--- src/rtl/pp_acc_pkg.sv ---
// Shared constants, FSM state encoding and step-count helper for pp_accumulator.
// The optional PP_ACC_TWO_PER_CYCLE_EN macro selects two terms per accumulate step.
package pp_acc_pkg;

    localparam int unsigned PP_DATA_WIDTH       = 32;
    localparam int unsigned PP_DATA_WIDTH_TERMS = PP_DATA_WIDTH * 2;
    localparam int unsigned PP_NUM_TERMS        = 12;

`ifdef PP_ACC_TWO_PER_CYCLE_EN
    localparam int unsigned PP_TERMS_PER_STEP = 2;
`else
    localparam int unsigned PP_TERMS_PER_STEP = 1;
`endif

    typedef enum logic [1:0] {
        PP_IDLE  = 2'd0,
        PP_ACCUM = 2'd1,
        PP_DONE  = 2'd2
    } pp_acc_state_e;

    // Number of accumulate cycles needed to consume num_terms terms.
    function automatic int unsigned pp_acc_steps(input int unsigned num_terms);
        return (num_terms + PP_TERMS_PER_STEP - 1) / PP_TERMS_PER_STEP;
    endfunction

endpackage

--- src/rtl/pp_term_select.sv ---
// Combinational term picker: returns term[idx] and, when PP_ACC_TWO_PER_CYCLE_EN
// is defined, also term[idx+1] (zero once idx+1 runs past the last term).
module pp_term_select
    import pp_acc_pkg::*;
#(
    parameter int unsigned DATA_WIDTH_TERMS = PP_DATA_WIDTH_TERMS,
    parameter int unsigned NUM_TERMS        = PP_NUM_TERMS,
    parameter int unsigned CAPACITY_RESULT  = DATA_WIDTH_TERMS * NUM_TERMS,
    parameter int unsigned IDX_W            = $clog2(NUM_TERMS)
) (
    input  logic [CAPACITY_RESULT-1:0]  terms,
    input  logic [IDX_W-1:0]            idx,
`ifdef PP_ACC_TWO_PER_CYCLE_EN
    output logic [DATA_WIDTH_TERMS-1:0] term_b_c,
`endif
    output logic [DATA_WIDTH_TERMS-1:0] term_a_c
);

    // Primary term: term[idx].
    always_comb begin
        term_a_c = '0;
        for (int unsigned k = 0; k < NUM_TERMS; k++) begin
            if (idx == IDX_W'(k)) begin
                term_a_c = terms[k*DATA_WIDTH_TERMS +: DATA_WIDTH_TERMS];
            end
        end
    end

`ifdef PP_ACC_TWO_PER_CYCLE_EN
    // Companion term: term[idx+1], zero when idx is the last term.
    always_comb begin
        term_b_c = '0;
        for (int unsigned k = 0; k < NUM_TERMS; k++) begin
            if (({1'b0, idx} + (IDX_W+1)'(1)) == (IDX_W+1)'(k)) begin
                term_b_c = terms[k*DATA_WIDTH_TERMS +: DATA_WIDTH_TERMS];
            end
        end
    end
`endif

endmodule

--- src/rtl/pp_accumulator.sv ---
// Iterative partial-product accumulator: latches a bundle of NUM_TERMS terms and
// sums them modulo 2^DATA_WIDTH_TERMS over several cycles, valid/ready on both sides.
// Optional macro PP_ACC_TWO_PER_CYCLE_EN: consume two terms per accumulate cycle.
module pp_accumulator
    import pp_acc_pkg::*;
#(
    parameter int unsigned DATA_WIDTH       = PP_DATA_WIDTH,
    parameter int unsigned DATA_WIDTH_TERMS = DATA_WIDTH * 2,
    parameter int unsigned NUM_TERMS        = PP_NUM_TERMS,
    parameter int unsigned CAPACITY_RESULT  = DATA_WIDTH_TERMS * NUM_TERMS
) (
    input  logic                        clk,
    input  logic                        rst,
    input  logic                        in_valid,
    output logic                        in_ready,
    input  logic [CAPACITY_RESULT-1:0]  terms,
    output logic                        out_valid,
    input  logic                        out_ready,
    output logic [DATA_WIDTH_TERMS-1:0] product
);

    localparam int unsigned IDX_W    = $clog2(NUM_TERMS);
    localparam int unsigned LAST_IDX = (pp_acc_steps(NUM_TERMS) - 1) * PP_TERMS_PER_STEP;

    localparam logic [1:0] ST_IDLE  = PP_IDLE;
    localparam logic [1:0] ST_ACCUM = PP_ACCUM;
    localparam logic [1:0] ST_DONE  = PP_DONE;

    logic [1:0]                  state_q, state_d;
    logic [CAPACITY_RESULT-1:0]  term_q, term_d;
    logic [DATA_WIDTH_TERMS-1:0] acc_q, acc_d;
    logic [IDX_W-1:0]            idx_q, idx_d;
    logic [DATA_WIDTH_TERMS-1:0] product_d;
    logic                        out_valid_d;
    logic                        in_ready_d;
    logic [DATA_WIDTH_TERMS-1:0] term_a_c;
    logic [DATA_WIDTH_TERMS-1:0] step_sum_c;

`ifdef PP_ACC_TWO_PER_CYCLE_EN
    logic [DATA_WIDTH_TERMS-1:0] term_b_c;

    pp_term_select #(
        .DATA_WIDTH_TERMS (DATA_WIDTH_TERMS),
        .NUM_TERMS        (NUM_TERMS),
        .CAPACITY_RESULT  (CAPACITY_RESULT),
        .IDX_W            (IDX_W)
    ) u_term_select (
        .terms    (term_q),
        .idx      (idx_q),
        .term_b_c (term_b_c),
        .term_a_c (term_a_c)
    );

    // Pair of terms added in one step; carries past the MSB are dropped.
    assign step_sum_c = term_a_c + term_b_c;
`else
    pp_term_select #(
        .DATA_WIDTH_TERMS (DATA_WIDTH_TERMS),
        .NUM_TERMS        (NUM_TERMS),
        .CAPACITY_RESULT  (CAPACITY_RESULT),
        .IDX_W            (IDX_W)
    ) u_term_select (
        .terms    (term_q),
        .idx      (idx_q),
        .term_a_c (term_a_c)
    );

    assign step_sum_c = term_a_c;
`endif

    // Next-state and next-register logic; outputs derive from the next state.
    always_comb begin
        state_d   = state_q;
        term_d    = term_q;
        acc_d     = acc_q;
        idx_d     = idx_q;
        product_d = product;

        case (state_q)
            ST_IDLE: begin
                if (in_valid && in_ready) begin
                    term_d  = terms;
                    acc_d   = '0;
                    idx_d   = '0;
                    state_d = ST_ACCUM;
                end
            end
            ST_ACCUM: begin
                acc_d = acc_q + step_sum_c;
                if (idx_q == IDX_W'(LAST_IDX)) begin
                    idx_d     = '0;
                    product_d = acc_d;
                    state_d   = ST_DONE;
                end else begin
                    idx_d = idx_q + IDX_W'(PP_TERMS_PER_STEP);
                end
            end
            ST_DONE: begin
                if (out_ready) begin
                    state_d = ST_IDLE;
                end
            end
            default: begin
                state_d = ST_IDLE;
            end
        endcase

        out_valid_d = (state_d == ST_DONE);
        in_ready_d  = (state_d == ST_IDLE);
    end

    // State and datapath registers; async reset returns to an empty IDLE.
    always_ff @(posedge clk or posedge rst) begin
        if (rst) begin
            state_q   <= ST_IDLE;
            term_q    <= '0;
            acc_q     <= '0;
            idx_q     <= '0;
            product   <= '0;
            out_valid <= 1'b0;
            in_ready  <= 1'b1;
        end else begin
            state_q   <= state_d;
            term_q    <= term_d;
            acc_q     <= acc_d;
            idx_q     <= idx_d;
            product   <= product_d;
            out_valid <= out_valid_d;
            in_ready  <= in_ready_d;
        end
    end

endmodule
--- config.mk ---
export PLATFORM = sky130hd
export DESIGN_NAME = pp_accumulator
export DESIGN_NICKNAME = d
export VERILOG_FILES = /design/src/rtl/pp_acc_pkg.sv /design/src/rtl/pp_term_select.sv /design/src/rtl/pp_accumulator.sv
export SDC_FILE = /design/constraint.sdc
export NUM_CORES = 2
export LEC_CHECK = 0
export CORE_AREA = 2 2 490 249
export DETAILED_ROUTE_END_ITERATION = 10
export DIE_AREA = 0 0 492 251
export DONT_BUFFER_PORTS = 1
export SYNTH_ARGS = -nofsm -noshare
export SYNTH_HDL_FRONTEND = slang
export SYNTH_SLANG_ARGS = --single-unit
--- constraint.sdc ---
create_clock -name clk -period 70.5 [get_ports clk]
set_input_delay 14.1 -clock clk [delete_from_list [all_inputs] [get_ports clk]]
set_output_delay 14.1 -clock clk [all_outputs]
set_load 0.02 [all_outputs]
==> impl_results.md <==
- Simple-Gate Fraction of Synth Area: 6.66%
- Pint: 1.68 mW
- Antenna violations before repair: 80
- Worst r2r path cells: 24
- Avg Vias per Cell: 5.77
- Max-Cap Viols: 0
- Predominant post-synthesis flop cell: dfrtp_1
- Hold Violations, Final: 0
- Leak: 20.1 nW
- Clock Root Buffer: clkbuf_16
- CTS tree: built
- Vias in the first global route: 29,109
- Status: finished, final reports clean
- DRT Pass-1 Iters: 5
- Overall Power: 2.96 mW
- Clk_skew: 0.0434 ns
- R2r endpoint: product[58]
- Synth area leader: dfrtp_1
- FP Rows: 90
- Gate power share: 51.5%
- Number of buffers created by CTS: 86
- # nets final: 4,323
- Longest Clk Path Bufs: 3
- Sw Share: 43.2%
- Crit-path max FO: 176
- Die area: 123,000 µm²
- Worst-Skew Late Latency: 0.69 ns
- Mapped Cells: 3,600
- Placeable Area: 119,000 µm²
- Routed Antenna Nets: 0
- Post-synth EDFFs: 0
- Worst Max-Slew Pin Slew: 1.25 ns
- Multiplexer share of the synthesized area: 20.5%
- Total track usage: 23.6%
- Port bufs: 0
- Routability cong.: 0.932
- CTS Hold Bufs: 0
- Min Tclk post-route: 17.46 ns
- Synth Warn #: 0
- Synth Area in Compound Gates: 13.6%
- Flop pwr share: 32.0%
- PostCTS Resize Cnt: 0
- Final Max Slew Viols: 0
- Largest family of logic cells by synthesized area: multiplexers
- Slowest stage delay, CP: 0.80 ns
- CP endpoint kind: asynchronous set/reset pin
- Post-Synth Adder-Cell Area: 2.20%
- Design area: 47,100 µm²
- Share of the synthesized area in the top cell type: 53.1%
- Part of the cycle the worst path needs: 24.8%
- Vias: 29,968
- DRC violations left: 0
- Area delta synth->final: 10.8%
- WL final: 150,000 µm
- # setup viols final: 0
- Slew headroom: 15.3%
- Sequential-to-total area share from yosys stat: 53.2%
- P_sw: 1.28 mW
- CP startpoint kind: input pin
- Delay-heaviest family, CP: buffers and inverters
- Buffers and inverters on the worst path: 5
- CP Cell Sequence: inv_8, buf_4, buf_12, buf_4, buf_12
- Reg clk slew, reported paths: 0.06 ns
- DIE WIDTH: 492 µm
- Global-route wire length before repair: 215,000 µm
- RSZ-0062 raised after global routing: no
- Synth Area in XOR/XNOR: 1.30%
- Synth unique cells: 67
- Worst EP arrival: 18.11 ns
- Seq cells post-synth: 904
- R2R Setup Slk: 62.60 ns
- Global route overflow: 0
- Starting density of the core: 35.6%
- Worst Hold Class: reg -> reg
- Wirelength per Cell: 28.9 µm
- Slowest CP cell: buf_4
- Layout cell share with drive strength beyond 1: 28.4%
- Fin Hold WS: 0.496 ns
- IO Count: 838
- Post-CTS Setup Inserts: 0
- Post-Syn Nets: 4,446
- Worst Path Class, Setup: in -> async
- Synth Cell Area: 42,500 µm²
- CP required: 71.15 ns
- Final setup TNS: 0 ns
- Peak Freq: 0.0573 GHz
- Worst vdd ir: 0.0000311 V
- Worst Setup SP: rst
- Crit. path cell count: 5
- H-tree depth: 3
- Most frequent cell after synthesis: dfrtp_1
- Largest net degree at the start of global routing: 177
- HPWL Detailed: 110,000 µm
- Clock Sinks: 904
- Asr flop ratio synth: 100%
- Crit path to: term_q[499]
- Most frequent cells after synthesis: dfrtp_1, mux2_2, nand2_1
- PwrDens: 62.9 nW/µm²
- Worst reg2reg startpoint: idx_q[1]
- Die H: 251 µm
- Mapped Avg Cell Area: 11.8 µm²
- Dpl cell area: 44,100 µm²
- Iteration-0 DRC Markers: 2,786
- Clk network pwr share: 16.4%
- Area contributors post-synth: dfrtp_1, mux2_2, nand2_1
==> how the worst min path moves through the flow <==
stage | from | endpoint | slack [ns] | cells past startpoint
4_1_cts | acc_q[52] | acc_q[52] | 0.50 | 2
3_5_place_dp | acc_q[52] | acc_q[52] | 0.48 | 2
2_1_floorplan | state_q[1] | in_ready | 0.45 | 1
3_3_place_gp | acc_q[52] | acc_q[52] | 0.47 | 2
5_1_grt | acc_q[52] | acc_q[52] | 0.51 | 2
6_report | acc_q[62] | acc_q[62] | 0.50 | 2
==> placed cells by master, fill, tap and decap left out, drive strengths merged, types with 4 or more instances in the layout <==
| cell | instances |
|---|---|
| nor2b | 7 |
| o21a | 8 |
| xnor2 | 34 |
| nor3b | 4 |
| and3 | 5 |
| diode | 39 |
| nand2b | 10 |
| inv | 28 |
| a21oi | 112 |
| a22o | 43 |
| nand2 | 316 |
| a221o | 59 |
| nor2 | 207 |
| nand4 | 13 |
| clkbuf | 123 |
| a22oi | 60 |
| o22ai | 39 |
| bufinv | 4 |
| nor3 | 45 |
| a211oi | 40 |
| a21o | 39 |
| ha | 73 |
| a221oi | 107 |
| buf | 54 |
| mux2 | 773 |
| dfrtp | 903 |
| clkinv | 20 |
| and2 | 10 |
| o21ai | 178 |
| nand3 | 41 |
| o21bai | 4 |
| o31ai | 5 |
| a31oi | 45 |
| clkinvlp | 5 |
| o211ai | 68 |
| xor2 | 29 |
==> metal layers <==
metal  vias to the layer above  track usage (%)  part of all wire (%)
met3                       235             7.09                   8.1
met4                        62             5.52                   2.3
li1                      13062                -                     -
met5                         -                0                  0.27
met1                     15489             31.9                    43
met2                      1120             37.3                    46
==> power groups by stage <==
stage | Combinational, mW | Sequential [mW] | Clock [mW]
finish | 1.53 | 0.950 | 0.487
global route | 1.67 | 0.979 | 0.520
CTS | 1.53 | 0.948 | 0.497
detailed placement | 1.52 | 0.955 | 0
global placement | 1.50 | 0.947 | 0
floorplan | 1.09 | 0.906 | 0
==> kinds of logic after synthesis <==
logic type / count (synthesis)
adder cells (fa/ha/maj): 74
XOR/XNOR: 63
flip-flops: 904
AND/OR/NAND/NOR: 672
AO/OA/AOI/OAI: 825
buffers and inverters: 287
multiplexers: 775
==> worst min-delay path, stage by stage, from the launching register on <==
cell	delay, ns
dfrtp_1	0.35
nand2_1	0.05
o21ai_1	0.06
==> sequential cells by signal, indices dropped and copies added, names as in the netlist <==
signal and flops:
out_valid 1, term_q 768, acc_q 64, state_q 2, in_ready 1, idx_q 4
product 64
==> metrics by stage <==
stage | instances | setup WS (ns) | utilization (%)
floorplan | 3600 | 30.99 | -
global placement | 4999 | 52.25 | 36.9
detailed placement | 4999 | 52.23 | 36.9
CTS | 5157 | 52.98 | 39.4
global route | 5178 | 52.46 | 39.4
finish | 5196 | 53.04 | 39.5
==> area by class of cell <==
type,instances,area [µm²]
multi-input cells,2409,18900
diodes,39,97.6
clock buffers,123,2520
fillers,11499,72300
repair buffers,54,468
inverters,22,90.1
well taps,1610,2010
clock inverters,35,388
flip-flops and latches,904,22600
Power figures use the tool's default switching activity.
